File: config.mk
export PLATFORM = sky130hd
export DESIGN_NAME = branch_predictor
export DESIGN_NICKNAME = d
export VERILOG_FILES = /design/src/rtl/branch_predictor.sv
export SDC_FILE = /design/constraint.sdc
export NUM_CORES = 2
export LEC_CHECK = 0
export ABC_CLOCK_PERIOD_IN_PS = 7700
export BUFFER_PORTS_ARGS = -buffer_cell sky130_fd_sc_hd__buf_2
export CORE_MARGIN = 4
export CORE_UTILIZATION = 30
export CTS_CLUSTER_SIZE = 30
export DETAILED_ROUTE_END_ITERATION = 10
export PLACE_DENSITY_LB_ADDON = 0.12
export SLEW_MARGIN = 10
export SYNTH_ARGS = -nofsm -noshare
export SYNTH_HDL_FRONTEND = slang
export SYNTH_SLANG_ARGS = --single-unit
File: constraint.sdc
create_clock -name clk -period 7.7 [get_ports clk]
set_clock_uncertainty 0.2 [all_clocks]
set_input_delay 1.925 -clock clk [delete_from_list [all_inputs] [get_ports clk]]
set_output_delay 1.925 -clock clk [all_outputs]
set_load 0.05 [all_outputs]
File: src/rtl/branch_predictor.sv
// Branch predictor: direct-mapped table of tagged 2-bit counters and targets.
// The table is cleared one entry per cycle after reset. Lookups answer one
// cycle later and read the table before any same-cycle update is written.
module branch_predictor #(
  parameter int ENTRIES = 16,
  parameter int IDX_W   = 4
) (
  input  logic        clk,
  input  logic        rst,
  input  logic        lookup_valid,
  input  logic [31:0] lookup_pc,
  output logic        pred_valid,
  output logic        pred_hit,
  output logic        pred_taken,
  output logic [31:0] pred_target,
  input  logic        upd_valid,
  input  logic [31:0] upd_pc,
  input  logic        upd_taken,
  input  logic [31:0] upd_target,
  output logic        upd_ready
);

  localparam int TAG_W = 32 - IDX_W - 2;

  typedef enum logic {INIT, READY} state_t;

  state_t            state_q, state_d;
  logic [IDX_W-1:0]  init_idx_q, init_idx_d;

  logic              valid_q [ENTRIES];
  logic              valid_d [ENTRIES];
  logic [TAG_W-1:0]  tag_q   [ENTRIES];
  logic [TAG_W-1:0]  tag_d   [ENTRIES];
  logic [1:0]        ctr_q   [ENTRIES];
  logic [1:0]        ctr_d   [ENTRIES];
  logic [31:0]       tgt_q   [ENTRIES];
  logic [31:0]       tgt_d   [ENTRIES];

  logic              pred_valid_q, pred_valid_d;
  logic              pred_hit_q, pred_hit_d;
  logic              pred_taken_q, pred_taken_d;
  logic [31:0]       pred_target_q, pred_target_d;

  logic [IDX_W-1:0]  lk_idx, up_idx;
  logic [TAG_W-1:0]  lk_tag, up_tag;
  logic              lk_hit, up_hit;

  // The two low PC bits never select anything (word-aligned instructions).
  logic unused_pc_bits;
  assign unused_pc_bits = ^{lookup_pc[1:0], upd_pc[1:0]};

  assign lk_idx = lookup_pc[IDX_W+1:2];
  assign lk_tag = lookup_pc[31:IDX_W+2];
  assign up_idx = upd_pc[IDX_W+1:2];
  assign up_tag = upd_pc[31:IDX_W+2];

  assign upd_ready   = (state_q == READY);
  assign pred_valid  = pred_valid_q;
  assign pred_hit    = pred_hit_q;
  assign pred_taken  = pred_taken_q;
  assign pred_target = pred_target_q;

  // INIT walks every index once, then the predictor stays READY until reset.
  always_comb begin
    state_d    = state_q;
    init_idx_d = init_idx_q;
    if (state_q == INIT) begin
      init_idx_d = init_idx_q + IDX_W'(1);
      if (init_idx_q == IDX_W'(ENTRIES - 1)) begin
        state_d = READY;
      end
    end
  end

  // Lookup reads the current table contents; INIT forces every lookup to miss.
  always_comb begin
    lk_hit        = (state_q == READY) && valid_q[lk_idx] && (tag_q[lk_idx] == lk_tag);
    pred_valid_d  = lookup_valid;
    pred_hit_d    = 1'b0;
    pred_taken_d  = 1'b0;
    pred_target_d = 32'd0;
    if (lookup_valid) begin
      pred_hit_d    = lk_hit;
      pred_taken_d  = lk_hit && ctr_q[lk_idx][1];
      pred_target_d = (lk_hit && ctr_q[lk_idx][1]) ? tgt_q[lk_idx] : (lookup_pc + 32'd4);
    end
  end

  // Table write: clear during INIT, otherwise train or replace on an update.
  always_comb begin
    valid_d = valid_q;
    tag_d   = tag_q;
    ctr_d   = ctr_q;
    tgt_d   = tgt_q;
    up_hit  = valid_q[up_idx] && (tag_q[up_idx] == up_tag);
    if (state_q == INIT) begin
      valid_d[init_idx_q] = 1'b0;
      tag_d[init_idx_q]   = '0;
      ctr_d[init_idx_q]   = 2'b01;
      tgt_d[init_idx_q]   = 32'd0;
    end else if (upd_valid && !rst) begin
      if (up_hit) begin
        if (upd_taken) begin
          if (ctr_q[up_idx] != 2'b11) begin
            ctr_d[up_idx] = ctr_q[up_idx] + 2'd1;
          end
          tgt_d[up_idx] = upd_target;
        end else if (ctr_q[up_idx] != 2'b00) begin
          ctr_d[up_idx] = ctr_q[up_idx] - 2'd1;
        end
      end else begin
        valid_d[up_idx] = 1'b1;
        tag_d[up_idx]   = up_tag;
        ctr_d[up_idx]   = upd_taken ? 2'b10 : 2'b01;
        tgt_d[up_idx]   = upd_target;
      end
    end
  end

  // Control and prediction registers, cleared by reset.
  always_ff @(posedge clk) begin
    if (rst) begin
      state_q       <= INIT;
      init_idx_q    <= '0;
      pred_valid_q  <= 1'b0;
      pred_hit_q    <= 1'b0;
      pred_taken_q  <= 1'b0;
      pred_target_q <= 32'd0;
    end else begin
      state_q       <= state_d;
      init_idx_q    <= init_idx_d;
      pred_valid_q  <= pred_valid_d;
      pred_hit_q    <= pred_hit_d;
      pred_taken_q  <= pred_taken_d;
      pred_target_q <= pred_target_d;
    end
  end

  // Table storage; stale contents are hidden by INIT rather than reset here.
  always_ff @(posedge clk) begin
    valid_q <= valid_d;
    tag_q   <= tag_d;
    ctr_q   <= ctr_d;
    tgt_q   <= tgt_d;
  end

endmodule

Word-level counts from Yosys, hierarchy flattened --
Cells that the tools add are included.
Operators by class: $mul 0, magnitude comparators 5, muxes and demuxes 62, reductions and logical operators 13, shifts and indexed selects 0, equality and inequality tests 9, divide/modulo/power cells 0, bitwise operators 14, add/sub/neg operators 4
Operator list (number):
- two-way mux 512 bit | 4
- two-way mux 416 bit | 3
- bitwise AND 512 bit | 1
- bitwise mux 512 bit | 1
- inverter 512 bit | 1
- bitwise AND 416 bit | 1
- bitwise mux 416 bit | 1
- inverter 416 bit | 1
- two-way mux 32 bit | 11
- demux 32 bit (select 4 bit) | 2
- binary-select mux 26 bit (select 4 bit) | 2
- demux 26 bit (select 4 bit) | 2
- two-way mux 26 bit | 6
- binary-select mux 32 bit (select 4 bit) | 1
- bitwise mux 32 bit | 3
- equality test 26 bit | 2
- two-way mux 16 bit | 3
- adder 32 x 3 -> 32 bit (second input constant) | 1
- bitwise AND 16 bit | 2
- inverter 16 bit | 2
- OR 16 bit | 2
- binary-select mux 2 bit (select 4 bit) | 2
- demux 2 bit (select 4 bit) | 2
- >= comparator 5 bit (second input constant) | 3
- other kinds (21) | 48
Storage, ports and cells: bits in writable memories 0, flip-flop bits (word level) 1016, memories kept 0, input bits 101, latch bits 0, ROM bits 0

Longest topological paths before layout --
depth in word-level cells 11, gate-level depth with buffers 16, gate-level depth less buffers 9

Worst setup path before layout --
Ideal clock, no wire load.
path type input port to flip-flop, start point input upd_pc[3], end point register tgt_q[0] (netlist bit) (enable), arrival time 6.322 ns, data required time 7.030 ns, buffers on the path 5, path slack 0.708 ns, setup time 0.470 ns, stages 13, cells stage by stage buf_6 > buf_12 > buf_6 > buf_2 > mux4_2 > mux2i_1 > xnor2_1 > nor3_1 > o22a_1 > nand3_2 > nor2_4 > buf_2 > o31ai_1
On the way: cells in the longest elaborated chain, start to end 8, elaborated cells between the ends (all ways) 11, those cells by class 2 x eq/ne; 6 x mux; 1 x bitwise; 2 x reduce/logical
Ends and longest elaborated chain:
- from (decl) | RTL line 17 | input logic [31:0] upd_pc,
- inverter 4 -> 5 bit (implied by the code) * | RTL line 95 | up_hit = valid_q[up_idx] && (tag_q[up_idx] == up_tag);
- binary-select mux 26 bit (select 4 bit) | RTL line 95
- two-way mux 26 bit (implied by the code) (2 in series) | RTL line 95
- equality test 26 bit | RTL line 95
- logical AND 1 bit * | RTL line 95
- != test 3 bit (no line) *
- AND reduction 2 bit (no line) *
- to (signal assigned) | RTL line 144 | tgt_q <= tgt_d;
- to (decl) | RTL line 36 | logic [31:0] tgt_q [ENTRIES];
Mark *: on every way between the ends. The rest lies on a longest branch, timed or not. The select of a mux whose other input is x is not followed. A chain may end at the register's enable or synchronous reset.

Worst setup path in the final report --
start point input upd_pc[5], end point register tag_q[343] (netlist bit) (enable)
On the way: cells in the longest elaborated chain, start to end 8, elaborated cells between the ends (all ways) 11, those cells by class 2 x eq/ne; 6 x mux; 1 x bitwise; 2 x reduce/logical
Ends and longest elaborated chain:
- inverter 4 -> 5 bit (implied by the code) * | RTL line 95
- binary-select mux 26 bit (select 4 bit) | RTL line 95
- two-way mux 26 bit (implied by the code) (2 in series) | RTL line 95
- equality test 26 bit | RTL line 95
- logical AND 1 bit * | RTL line 95
- != test 2 bit (no line) *
- AND reduction 2 bit (no line) *
- to (signal assigned) | RTL line 142 | tag_q <= tag_d;
- to (decl) | RTL line 32 | logic [TAG_W-1:0] tag_q [ENTRIES];
Marked as above.

==> flow_metrics.env <==
export IMPL_cp_start_kind="input port"
export IMPL_design_die_area_um2=191000
export IMPL_total_leakage_power_nw=23.7
export IMPL_synth_seq_cells=1016
export IMPL_setup_viol=0
export IMPL_nets=4783
export IMPL_clock_fmax_mhz=157
export IMPL_synth_cells=4672
export IMPL_ant_nets=0
export IMPL_cellPowerDensity_nw_per_um2=252
export IMPL_grt_pass1_vias=40800
export IMPL_hold_worst_slack_ps=352
export IMPL_die_w_um=437
export IMPL_postCtsHoldBufs=0
export IMPL_holdPathStages=2
export IMPL_worstSkewPairLatency_ps=830
export IMPL_firstDrtPassIters=5
export IMPL_grt_overflow=0
export IMPL_final_hold_viol_count=0
export IMPL_peakVddDrop_mv=0.203
export IMPL_ff2ff_path_depth=11
export IMPL_synth_top_area_share_pct=53.1
export IMPL_dieHeight_um=437
export IMPL_period_share_pct=82.8
export IMPL_outcome="finished clean"
export IMPL_r2r_setup_slack_ps=2940
export IMPL_antenna_found_initial=17
export IMPL_cp_num_buf_inv=3
export IMPL_worst_pin_slew_ps=1290
export IMPL_yosys_warnings=0
export IMPL_synth_top_area_cell="edfxtp_1"
export IMPL_min_path_type="reg -> reg"
export IMPL_drv_slew=0
export IMPL_cts_root_buf="clkbuf_16"
export IMPL_synth_cell_types=72
export IMPL_cts_repair_resized=0
export IMPL_via_per_inst=5.76
export IMPL_cts_made_buffers=120
export IMPL_gp_congestion=0.855
export IMPL_avgRoutedWirePerCell_um=34.8
export IMPL_via_count=41800
export IMPL_row_count=157
export IMPL_cp_slowest_cell="a21oi_4"
export IMPL_critical_path_class="in -> reg"
export IMPL_hold_end="tgt_q[172]"
export IMPL_grt_max_degree=99
export IMPL_syn2layout_area_growth_pct=14.8
export IMPL_ys_seq_area_share_pct=54.5
export IMPL_io_buffer_count=134
export IMPL_hp_start="tgt_q[172]"
export IMPL_synth_enable_flop_cells=976
export IMPL_synth_area_um2=55200
export IMPL_syn_num_nets=4780
export IMPL_cpMostUsedCell="buf_4"
export IMPL_timing_rr_end="tag_q[343]"
export IMPL_max_stage_delay_ps=990
export IMPL_rsz0062_at_grt="false"
export IMPL_start_util_pct=30.2
export IMPL_ys_flop_type="edfxtp_1"
export IMPL_clk_pin_slew_ps=60
export IMPL_coreArea_um2=183000
export IMPL_slew_headroom_pct=13.6
export IMPL_ys_async_sr_fraction_pct=0
export IMPL_critical_path_top_delay_family="simple AND/OR/NAND/NOR gates"
export IMPL_drc=0
export IMPL_n_fill_cell=18400
export IMPL_wl_um=252000
export IMPL_path_cells="buf_4 > nor2_1 > o21ai_0 > nand4_1 > a211oi_2 > and3_1 > nand3_2 > buf_4 > nand2_1 > a21oi_4 > buf_4"
export IMPL_synth_area_leaders="edfxtp_1, mux4_2, o21ai_0"
export IMPL_pin_count=137
export IMPL_critical_path_arrival_ps=6600
export IMPL_cts_sinks=1016
export IMPL_cts_tree="done"
export IMPL_drive_above_1_share_pct=20.5
export IMPL_dp_hpwl_um=147000
export IMPL_cts_setup_buffers=0
export IMPL_grt_pass1_wl_um=345000
export IMPL_synth_avg_cell_area_um2=11.8
export IMPL_drtIter0Drc=4769
export IMPL_critPathRequiredTime_ps=7930
export IMPL_track_usage_pct=25.6
export IMPL_post_route_min_period_ps=6380
export IMPL_cp_end_kind="flip-flop"
export IMPL_cts_path_max_buffers=3
export IMPL_crit_fanout=36
export IMPL_maxCapViolCount=0
export IMPL_fin_setup_tns_ps=0
export IMPL_htree_levels=3
export IMPL_r2r_start="tag_q[379]"
-- synthesized netlist by cell type (6+ instances only) --
cell	n
buf_1	23
mux2_2	31
a22oi_1	9
a21o_1	16
mux4_2	358
inv_1	32
nand2_1	1110
nor2_1	111
a211oi_1	26
nor2b_1	9
mux2i_1	192
o32ai_1	7
nor3_1	32
xor2_1	37
buf_12	7
and3_1	12
xnor2_1	56
ha_1	7
nand2b_1	7
clkbuf_1	313
a31oi_1	7
a21oi_1	47
nand4_1	16
nand3_1	23
buf_4	24
o22ai_1	16
o21ai_0	933
dlygate4sd1_1	7
dfxtp_1	40
a32oi_1	17
edfxtp_1	976
and2_1	6
o31ai_1	50
buf_6	15
buf_2	41
-- placed cells by master (no fill, tap or decap), drive strengths merged, types with 40 or more instances in the layout --
master,n
a21oi,48
clkbuf,155
buf,312
inv,40
xnor2,56
mux4,362
nand2,1111
o21ai,934
clkinv,47
dfxtp,40
edfxtp,976
nor2,113
mux2i,192
o31ai,51
-- power by group --
group / switching (W) / internal (W) / leakage [nW]
logic: 0.00131 / 0.00106 / 10.1
registers: 0.000532 / 0.00702 / 11.6
clock network: 0.00261 / 0.00345 / 2.00
total: 0.00446 / 0.0115 / 23.7
-- tightest hold or removal path: stages, from the launching register on --
cell and delay [ps]:
edfxtp_1 340, nand2_1 50, o21ai_0 60
-- flip-flops by register name, summed over array words and instances (netlist names) --
signal and cells:
tgt_q 512, valid_q 16, pred_taken 1, pred_hit 1
ctr_q 32, pred_valid 1, upd_ready 1, tag_q 416
init_idx_q 4, pred_target 32
-- cells by family (layout without fill, tap and decap cells) --
kind of cell             after synthesis  count (layout)  synth area share (%)
AND/OR/NAND/NOR                     1349            1349                  9.69
AO/OA/AOI/OAI                       1153            1153                  11.3
flip-flops                          1016            1016                  54.5
multiplexers                         586             586                  18.9
buffers and inverters                468             574                  3.96
XOR/XNOR                              93              93                  1.47
adder cells (fa/ha/maj)                7               7                 0.159
other                                  0               3                     0
-- layer usage --
metal  share of wire, %  GRT usage [%]  up-vias
met4                4.5           10.4        2
met2                 48           42.4     1955
li1                   -              -    17500
met1                 41           33.5    21800
met5             0.0052              0        -
met3                6.9           4.16      456
-- worst max-delay path by stage --
stage / startpoint / end / slack (ps) / depth (start not counted)
after floorplan: upd_pc[3] / tgt_q[0] / 710 / 13
after global placement: upd_pc[2] / tag_q[102] / 730 / 13
after detailed placement: upd_pc[2] / tag_q[102] / 730 / 13
after CTS: upd_pc[2] / tag_q[83] / 1520 / 13
after global routing: upd_pc[2] / tag_q[84] / 1430 / 13
final: upd_pc[5] / tag_q[343] / 1320 / 11
-- area by class of cell --
class | instances | area (µm²) | area share (%)
timing repair buffer | 314 | 2320 | 3.65
antenna | 3 | 7.51 | 0.0118
tap | 2464 | 3080 | 4.86
clock inverter | 72 | 823 | 1.30
multi-input combinational | 3188 | 23700 | 37.3
inverter | 35 | 131 | 0.207
sequential | 1016 | 30100 | 47.5
clock buffer | 153 | 3280 | 5.17
-- stage by stage --
step / worst slack, ps / utilization (%) / power, W / instances / area (µm²)
2_1_floorplan: 708 / - / 0.00901 / 4672 / 55200
3_3_place_gp: 728 / 32.4 / 0.00993 / 7016 / 59300
3_5_place_dp: 731 / 32.4 / 0.00998 / 7016 / 59300
4_1_cts: 1520 / 34.6 / 0.0160 / 7241 / 63400
5_1_grt: 1430 / 34.6 / 0.0166 / 7244 / 63400
6_report: 1320 / 34.6 / 0.0160 / 7245 / 63400
(Power assumes the default switching activity.)
